`config.mk`:
```
export PLATFORM = sky130hd
export DESIGN_NAME = temp_control_fsm
export DESIGN_NICKNAME = d
export VERILOG_FILES = /design/src/rtl/temp_ctrl_pkg.sv /design/src/rtl/sample_watchdog.sv /design/src/rtl/temp_control_fsm.sv
export SDC_FILE = /design/constraint.sdc
export NUM_CORES = 1
export LEC_CHECK = 0
export CORE_MARGIN = 2
export CORE_UTILIZATION = 55
export DETAILED_ROUTE_END_ITERATION = 12
export GPL_TIMING_DRIVEN = 0
export HOLD_SLACK_MARGIN = 0.12
export PLACE_DENSITY = 0.79
export SETUP_SLACK_MARGIN = 0.05
export SLEW_MARGIN = 30
export SYNTH_ARGS = -nofsm -noshare
export SYNTH_HDL_FRONTEND = slang
export SYNTH_SLANG_ARGS = --single-unit
```
`constraint.sdc`:
```
create_clock -name clk -period 8.85 [get_ports clk]
set_input_delay 1.77 -clock clk [delete_from_list [all_inputs] [get_ports clk]]
set_output_delay 1.77 -clock clk [all_outputs]
set_load 0.03 [all_outputs]
```
`src/rtl/temp_ctrl_pkg.sv`:
```
// rtl/temp_ctrl_pkg.sv - shared status encoding and sample width for the climate controller
package temp_ctrl_pkg;

    // Default sample/setpoint width, unsigned, in 0.5 degC units
    localparam int TEMP_W = 10;

    // Panel status encoding; the FSM state register uses it directly
    localparam logic [1:0] ST_IDLE    = 2'b00;
    localparam logic [1:0] ST_HEATING = 2'b01;
    localparam logic [1:0] ST_COOLING = 2'b10;
    localparam logic [1:0] ST_ERROR   = 2'b11;

    typedef enum logic [1:0] {
        S_IDLE    = ST_IDLE,
        S_HEATING = ST_HEATING,
        S_COOLING = ST_COOLING,
        S_ERROR   = ST_ERROR
    } state_e;

endpackage

```
`src/rtl/sample_watchdog.sv`:
```
// rtl/sample_watchdog.sv - sensor sample watchdog with terminal-count output
//
// Ports:
//   clk, reset  - system clock, synchronous active-high reset
//   clear_i     - sample strobe; clears the counter
//   expired_o   - counter at TIMEOUT_CYCLES-1 with no sample this cycle
module sample_watchdog #(
    parameter int TIMEOUT_CYCLES = 50_000_000
) (
    input  logic clk,
    input  logic reset,
    input  logic clear_i,
    output logic expired_o
);

    localparam int CNT_W = (TIMEOUT_CYCLES > 1) ? $clog2(TIMEOUT_CYCLES) : 1;
    localparam logic [CNT_W-1:0] TC = CNT_W'(TIMEOUT_CYCLES - 1);

    logic [CNT_W-1:0] cnt_q, cnt_d;

    // Holds at terminal count so expiry stays asserted until a sample arrives
    always_comb begin
        cnt_d = cnt_q;
        if (clear_i) begin
            cnt_d = '0;
        end else if (cnt_q != TC) begin
            cnt_d = cnt_q + 1'b1;
        end
    end

    always_ff @(posedge clk) begin
        if (reset) begin
            cnt_q <= '0;
        end else begin
            cnt_q <= cnt_d;
        end
    end

    // A sample arriving on the terminal cycle wins over expiry
    assign expired_o = (cnt_q == TC) && !clear_i;

endmodule

```
`src/rtl/temp_control_fsm.sv`:
```
// rtl/temp_control_fsm.sv - greenhouse heater/cooler controller with hysteresis and sensor watchdog
//
// Optional feature macro: TEMP_CTRL_DWELL_EN (anti-short-cycle dwell between IDLE/HEATING/COOLING).
//
// Ports:
//   clk, reset     - system clock, synchronous active-high reset
//   temp_valid     - one-cycle sample strobe (always accepted)
//   temp_data      - measured temperature
//   temp_fault     - sensor fault, qualified by temp_valid
//   setpoint, hyst - target and band half-width, used only with the sample
//   status         - registered state: 00 idle, 01 heating, 10 cooling, 11 error
//   heater_on      - high iff status == 01
//   cooler_on      - high iff status == 10
//   status_change  - one-cycle pulse when status takes a new value
module temp_control_fsm
    import temp_ctrl_pkg::*;
#(
    parameter int TEMP_W         = temp_ctrl_pkg::TEMP_W,
    parameter int TIMEOUT_CYCLES = 50_000_000,
    parameter int DWELL_CYCLES   = 250_000_000,
    parameter int GOOD_SAMPLES   = 4
) (
    input  logic              clk,
    input  logic              reset,
    input  logic              temp_valid,
    input  logic [TEMP_W-1:0] temp_data,
    input  logic              temp_fault,
    input  logic [TEMP_W-1:0] setpoint,
    input  logic [5:0]        hyst,
    output logic [1:0]        status,
    output logic              heater_on,
    output logic              cooler_on,
    output logic              status_change
);

    localparam int TW1   = TEMP_W + 1;
    localparam int GOOD_W = $clog2(GOOD_SAMPLES + 1);
    localparam logic [GOOD_W-1:0] GOOD_LAST = GOOD_W'(GOOD_SAMPLES - 1);
    localparam logic [TEMP_W:0]   T_MAX     = {1'b0, {TEMP_W{1'b1}}};

    state_e            state_q, state_d;
    logic [GOOD_W-1:0] good_q, good_d;
    logic              heater_q, cooler_q, change_q;
    logic              wd_expired;
    logic              dwell_ok;

    logic [TEMP_W:0] sp_x, hy_x, td_x, sum_x, lo_x, hi_x;

    sample_watchdog #(
        .TIMEOUT_CYCLES(TIMEOUT_CYCLES)
    ) u_watchdog (
        .clk      (clk),
        .reset    (reset),
        .clear_i  (temp_valid),
        .expired_o(wd_expired)
    );

    // Thresholds in one extra bit so both clamps can be detected
    always_comb begin
        sp_x  = {1'b0, setpoint};
        hy_x  = TW1'(hyst);
        td_x  = {1'b0, temp_data};
        sum_x = sp_x + hy_x;
        lo_x  = (sp_x < hy_x) ? '0 : (sp_x - hy_x);
        hi_x  = (sum_x > T_MAX) ? T_MAX : sum_x;
    end

    always_comb begin
        state_d = state_q;
        good_d  = good_q;
        if (temp_valid) begin
            if (temp_fault) begin
                state_d = S_ERROR;
                good_d  = '0;
            end else begin
                case (state_q)
                    S_IDLE: begin
                        if (dwell_ok && (td_x < lo_x)) begin
                            state_d = S_HEATING;
                        end else if (dwell_ok && (td_x > hi_x)) begin
                            state_d = S_COOLING;
                        end
                    end
                    S_HEATING: begin
                        if (dwell_ok && (td_x >= sp_x)) begin
                            state_d = S_IDLE;
                        end
                    end
                    S_COOLING: begin
                        if (dwell_ok && (td_x <= sp_x)) begin
                            state_d = S_IDLE;
                        end
                    end
                    default: begin
                        // ERROR exit is never held off by dwell
                        if (good_q == GOOD_LAST) begin
                            state_d = S_IDLE;
                            good_d  = '0;
                        end else begin
                            good_d = good_q + 1'b1;
                        end
                    end
                endcase
            end
        end else if (wd_expired) begin
            state_d = S_ERROR;
            good_d  = '0;
        end
    end

`ifdef TEMP_CTRL_DWELL_EN
    localparam int DW_W = $clog2(DWELL_CYCLES + 1);
    localparam logic [DW_W-1:0] DW_MAX = DW_W'(DWELL_CYCLES);

    logic [DW_W-1:0] dwell_q, dwell_d;

    always_comb begin
        dwell_d = dwell_q;
        if (state_d != state_q) begin
            dwell_d = '0;
        end else if (dwell_q != DW_MAX) begin
            dwell_d = dwell_q + 1'b1;
        end
    end

    always_ff @(posedge clk) begin
        if (reset) begin
            dwell_q <= '0;
        end else begin
            dwell_q <= dwell_d;
        end
    end

    assign dwell_ok = (dwell_q == DW_MAX);
`else
    logic unused_dwell;
    assign unused_dwell = (DWELL_CYCLES != 0);
    assign dwell_ok     = 1'b1;
`endif

    always_ff @(posedge clk) begin
        if (reset) begin
            state_q  <= S_IDLE;
            good_q   <= '0;
            heater_q <= 1'b0;
            cooler_q <= 1'b0;
            change_q <= 1'b0;
        end else begin
            state_q  <= state_d;
            good_q   <= good_d;
            heater_q <= (state_d == S_HEATING);
            cooler_q <= (state_d == S_COOLING);
            change_q <= (state_d != state_q);
        end
    end

    assign status        = state_q;
    assign heater_on     = heater_q;
    assign cooler_on     = cooler_q;
    assign status_change = change_q;

endmodule

```
# Word level (Yosys, flattened, before mapping)
# Cells that the tools add are included.
# word_totals
register_bits	34
latch_bits	0
ramBits	0
romBits	0
inputBits	30
output_inout_bits	5
elab_cells	48
memories	0
# classes
add_sub_neg	4
multipliers	0
n_div	0
n_lt_le_gt_ge	6
n_eq_ne	9
shift	0
muxes	16
bitwise	0
n_reduce_logical	7
# ops
operator	count
adder 26 x 1 -> 26 bit, second input constant	1
== test 26 bit, second input constant	1
!= test 26 bit, second input constant	1
2-to-1 mux 11 bit	2
2-to-1 mux 2 bit	8
2-to-1 mux 3 bit	5
adder 10 x 6 -> 11 bit	1
> comparator 10 x 11 -> 1 bit	1
> comparator 11 x 10 -> 1 bit, second input constant	1
less-than comparator 10 x 11 -> 1 bit	1
subtractor 10 x 6 -> 11 bit	1
greater-or-equal comparator 10 bit	1
<= comparator 10 bit	1
less-than comparator 10 x 6 -> 1 bit	1
one-hot mux 2 bit (3 select lines)	1
== test 2 x 1 -> 1 bit, second input constant	2
== test 2 bit, second input constant	2
adder 3 x 1 -> 3 bit, second input constant	1
== test 3 x 2 -> 1 bit, second input constant	1
!= test 3 x 2 -> 1 bit, second input constant	1
OR reduction 3 bit	1
logical NOT 2 bit	1
!= test 2 bit	1
AND reduction 2 bit	1
other kinds (4)	4

# Logic depth before layout (Yosys ltp)
# logic_depth
word_depth	10
ltp_mapped	19

# Cells and area by module
# From an unflattened synthesis, not the netlist that was laid out.
# hier_totals
cells_unflattened	380
hier_area_um2	3105.5
# modules_own_cells
module	n_inst	cells_each	area_each_um2
temp_control_fsm	1	234	1848.0
sample_watchdog	1	146	1257.5

# Worst setup path after synthesis
# OpenSTA, ideal clock, no wires.
# synth_path
path_kind	input port to flip-flop
startpoint	input port setpoint[0]
endpoint	register heater_q (netlist: heater_on)
setup_ns	0.117
arrival_time_ns	4.670
path_slack_ns	4.064
cell_stages	17
path_cell_list	ha_1 fa_1 nand2b_1 a21oi_1 o21a_1 o21a_1 nor2_1 nor3_1 mux2i_1 ha_1 nand2_1 or2_2 a211oi_1 nor3_1 o221ai_1 o221ai_1 and4b_1
# synth_via
elab_chain_len	10
elab_cells_between_ends	18
cone_classes	add/sub: 2; order compare: 6; eq/ne: 1; mux: 9
# synth_lines
item	line	text
start, declared	temp_control_fsm.sv:28	input logic [TEMP_W-1:0] setpoint,
adder 10 x 6 -> 11 bit	temp_control_fsm.sv:63	sum_x = sp_x + hy_x;
> comparator 11 x 10 -> 1 bit	temp_control_fsm.sv:65	hi_x = (sum_x > T_MAX) ? T_MAX : sum_x;
2-to-1 mux 11 bit	temp_control_fsm.sv:65	
> comparator 10 x 11 -> 1 bit	temp_control_fsm.sv:80	end else if (dwell_ok && (td_x > hi_x)) begin
2-to-1 mux 2 bit	temp_control_fsm.sv:80	
2-to-1 mux 2 bit	temp_control_fsm.sv:78	if (dwell_ok && (td_x < lo_x)) begin
one-hot mux 2 bit (3 select lines) *	temp_control_fsm.sv:76	case (state_q)
2-to-1 mux 2 bit *	temp_control_fsm.sv:72	if (temp_fault) begin
2-to-1 mux 2 bit *	temp_control_fsm.sv:71	if (temp_valid) begin
== test 2 x 1 -> 1 bit *	temp_control_fsm.sv:151	heater_q <= (state_d == S_HEATING);
end signal, assigned	temp_control_fsm.sv:151	
end, declared	temp_control_fsm.sv:43	logic heater_q, cooler_q, change_q;
# Mark *: on every way between the ends. The rest lies on a longest branch, timed or not.
# A chain may end at the register's enable or synchronous reset.

# Final worst setup path
# layout_path
startpoint	input port hyst[1]
endpoint	register heater_q (netlist: heater_on)
# layout_via
elab_chain_len	10
elab_cells_between_ends	14
cone_classes	add/sub: 2; order compare: 4; eq/ne: 1; mux: 7
# layout_lines
item	line	text
start, declared	temp_control_fsm.sv:29	input logic [5:0] hyst,
adder 10 x 6 -> 11 bit	temp_control_fsm.sv:63	
> comparator 11 x 10 -> 1 bit	temp_control_fsm.sv:65	
2-to-1 mux 11 bit	temp_control_fsm.sv:65	
> comparator 10 x 11 -> 1 bit	temp_control_fsm.sv:80	
2-to-1 mux 2 bit	temp_control_fsm.sv:80	
2-to-1 mux 2 bit *	temp_control_fsm.sv:78	
one-hot mux 2 bit (3 select lines) *	temp_control_fsm.sv:76	
2-to-1 mux 2 bit *	temp_control_fsm.sv:72	
2-to-1 mux 2 bit *	temp_control_fsm.sv:71	
== test 2 x 1 -> 1 bit *	temp_control_fsm.sv:151	
# Marks and branches as above.

==> flow_metrics.env <==
export IMPL_crit_arrival_ns=5.81
export IMPL_die_h_um=77.6
export IMPL_reg2reg_slack_ns=6.60
export IMPL_vias_per_cell=5.57
export IMPL_powerDensity_mw_per_mm2=119
export IMPL_vdd_drop_max_v=0.0000974
export IMPL_avgRoutedWirePerCell_um=13.7
export IMPL_grtUsageTotal=0.243
export IMPL_holdWs_ns=0.483
export IMPL_combPwrFrac=0.338
export IMPL_finClkSkew_ns=0.00629
export IMPL_cp_startpoint="hyst[1]"
export IMPL_grt_pass1_wl_um=12200
export IMPL_max_freq_mhz=177
export IMPL_placed_cell_area_mm2=0.00340
export IMPL_utilization=0.674
export IMPL_yosysTopAreaCellShare=0.229
export IMPL_ctsHtreeMaxLevel=2
export IMPL_seqPwrFrac=0.380
export IMPL_final_cells=490
export IMPL_leakagePower_uw=0.00144
export IMPL_drive_gt1_frac=0.0476
export IMPL_ant_nets=0
export IMPL_clk_latency_ns=0.28
export IMPL_hold_path_class="register to register"
export IMPL_outcome="finished clean"
export IMPL_p_int_uw=282
export IMPL_yosysSeqAreaShare=0.229
export IMPL_coreArea_mm2=0.00517
export IMPL_synth_warnings=0
export IMPL_swShare=0.318
export IMPL_drv_cap=0
export IMPL_synth_cells=379
export IMPL_row_count=26
export IMPL_synth_seq_cells=34
export IMPL_synth_distinct_cells=53
export IMPL_post_route_period_util=0.637
export IMPL_io_buffers=33
export IMPL_ctsResizeCount=0
export IMPL_place_inst=482
export IMPL_wl_um=6700
export IMPL_ys_top_cells_by_area="dfxtp_1 (23%), ha_1 (18%), nor2_1 (6.2%), xnor2_1 (4.7%), xor2_1 (4.1%)"
export IMPL_crit_path_start_kind="input pin"
export IMPL_final_area_mm2=0.00349
export IMPL_overflow=0
export IMPL_min_period_ns=5.64
export IMPL_start_util=0.576
export IMPL_cts_buffer_depth=2
export IMPL_syn_nets=454
export IMPL_clk_pin_slew_worst_paths_ns=0.06
export IMPL_drt_iter0_markers=239
export IMPL_async_flop_share=0
export IMPL_root_buffer="clkbuf_8"
export IMPL_required_ns=9.02
export IMPL_numCtsBuffers=5
export IMPL_dr_pass1_iters=5
export IMPL_yosysTopAreaCell="dfxtp_1"
export IMPL_via_count=2731
export IMPL_n_fill_cell=437
export IMPL_io_pins=35
export IMPL_gp_congestion=0.875
export IMPL_slew_headroom=0.574
export IMPL_setup_tns_final_ns=0
export IMPL_cts_tree="built"
export IMPL_synth_edf_count=0
export IMPL_switchingPower_uw=132
export IMPL_ys_flop_type="dfxtp_1"
export IMPL_die_x_um=77.6
export IMPL_fin_nets=494
export IMPL_rsz0062_at_grt="no"
export IMPL_synthToLayoutAreaGrowth_pct=17.1
export IMPL_worst_setup_path_end_kind="register"
export IMPL_clock_sinks=34
export IMPL_syn_area_mm2=0.00298
export IMPL_worst_pin_slew_ns=0.635
export IMPL_min_from="good_q[1]"
export IMPL_dpl_hpwl_um=5430
export IMPL_setup_worst_path_class="input pin to register"
export IMPL_hold_viol=0
export IMPL_cts_hold_buffers_added=0
export IMPL_drc=0
export IMPL_finalSetupViolCount=0
export IMPL_grt_max_degree=11
export IMPL_cts_setup_buffers=0
export IMPL_antenna_found_initial=0
export IMPL_die_area_mm2=0.00602
export IMPL_power_frac_clock=0.282
export IMPL_grt_pass1_vias=2736
export IMPL_antennaDiodeCount=0
export IMPL_drv_slew=0
export IMPL_critPathMaxFanout=3
export IMPL_crit_reg2reg_launch="u_watchdog.cnt_q[0]"
export IMPL_syn_avg_cell_area_um2=7.86
[power by group through the flow]
stage	clock network (uW)	logic [uW]	registers (uW)
global placement	0	133	161
CTS	118	139	157
floorplan	0	88.8	165
finish	117	140	157
global route	126	158	158
detailed placement	0	138	161
[final cells by class]
cell class / count / area, um2 / share of cell area
Buffer: 8 / 32.5 / 0.00933
Clock buffer: 7 / 86.3 / 0.0248
Clock inverter: 1 / 5.00 / 0.00144
Inverter: 30 / 113 / 0.0323
Multi-Input combinational cell: 307 / 2150 / 0.617
Sequential cell: 34 / 681 / 0.195
Tap cell: 70 / 87.6 / 0.0251
Timing Repair Buffer: 33 / 330 / 0.0947
[per-stage QoR]
step	setup slack, ns	total power (uW)
after global routing	2.78	442
final	3.21	414
after global placement	3.10	294
after detailed placement	3.01	299
after CTS	3.26	415
after floorplan	4.06	254
[critical path: stages]
cell and delay [ns]:
clkdlybuf4s50_1 0.53, inv_1 0.10, ha_1 0.29, inv_1 0.05
a21oi_1 0.05, o21ai_0 0.32, a21oi_1 0.19, o31ai_1 0.43
a21oi_1 0.13, a31o_2 0.23, ha_1 0.29, nand3_1 0.07
or2_2 0.31, a211oi_1 0.20, nor3_1 0.08, o221ai_1 0.25
o221ai_1 0.27, and4b_1 0.25
[final timing paths]
path / endpoint / cells after the start
max: heater_on / 18
max reg2reg: u_watchdog.cnt_q[23] / 7
min reg2reg: good_q[1] / 2
min: good_q[1] / 2
[cell usage after synthesis (all sizes together) (6+ instances only)]
| cell type | instances |
|---|---|
| nand3 | 18 |
| dfxtp | 34 |
| nand2b | 9 |
| nand2 | 27 |
| xor2 | 14 |
| clkbuf | 6 |
| a21oi | 22 |
| nor3 | 15 |
| or3 | 6 |
| ha | 43 |
| o21ai | 15 |
| nor2 | 49 |
| inv | 30 |
| xnor2 | 16 |
| nand4 | 8 |
[logic make-up (layout without fill, tap and decap cells)]
| family | Yosys count | after routing | share of synthesized area |
|---|---|---|---|
| DFF | 34 | 34 | 0.229 |
| and+or+nand+nor | 157 | 157 | 0.270 |
| adders and majority gates | 45 | 45 | 0.194 |
| xor gates and xnor gates | 30 | 30 | 0.0882 |
| muxes | 4 | 4 | 0.0134 |
| buffers and inverters | 38 | 79 | 0.0487 |
| AOI/OAI and AO/OA | 71 | 71 | 0.157 |
[flip-flops by register name, indices dropped and copies added (netlist names)]
| signal | flops |
|---|---|
| cooler_on | 1 |
| good_q | 3 |
| heater_on | 1 |
| status | 2 |
| status_change | 1 |
| u_watchdog.cnt_q | 26 |
[routing by layer]
metal | track usage | vias to the layer above | part of all wire
li1 | - | 1408 | -
met1 | 0.322 | 1260 | 0.48
met2 | 0.409 | 59 | 0.48
met3 | 0.0488 | 4 | 0.045
met4 | 0.0500 | 0 | 0.0045
met5 | 0 | - | 0
[layout by cell type (no fill, tap or decap), types with 6 or more instances in the layout]
cell type	count
nor2_1	49
ha_1	43
dfxtp_1	34
clkdlybuf4s50_1	33
inv_1	30
nand2_1	27
a21oi_1	22
nand3_1	18
xnor2_1	16
xor2_1	14
nor3_1	14
o21ai_0	13
nand2b_1	8
nand4_1	8
clkbuf_1	7
clkbuf_8	6
Note: power is estimated with default switching activity, not from simulation.
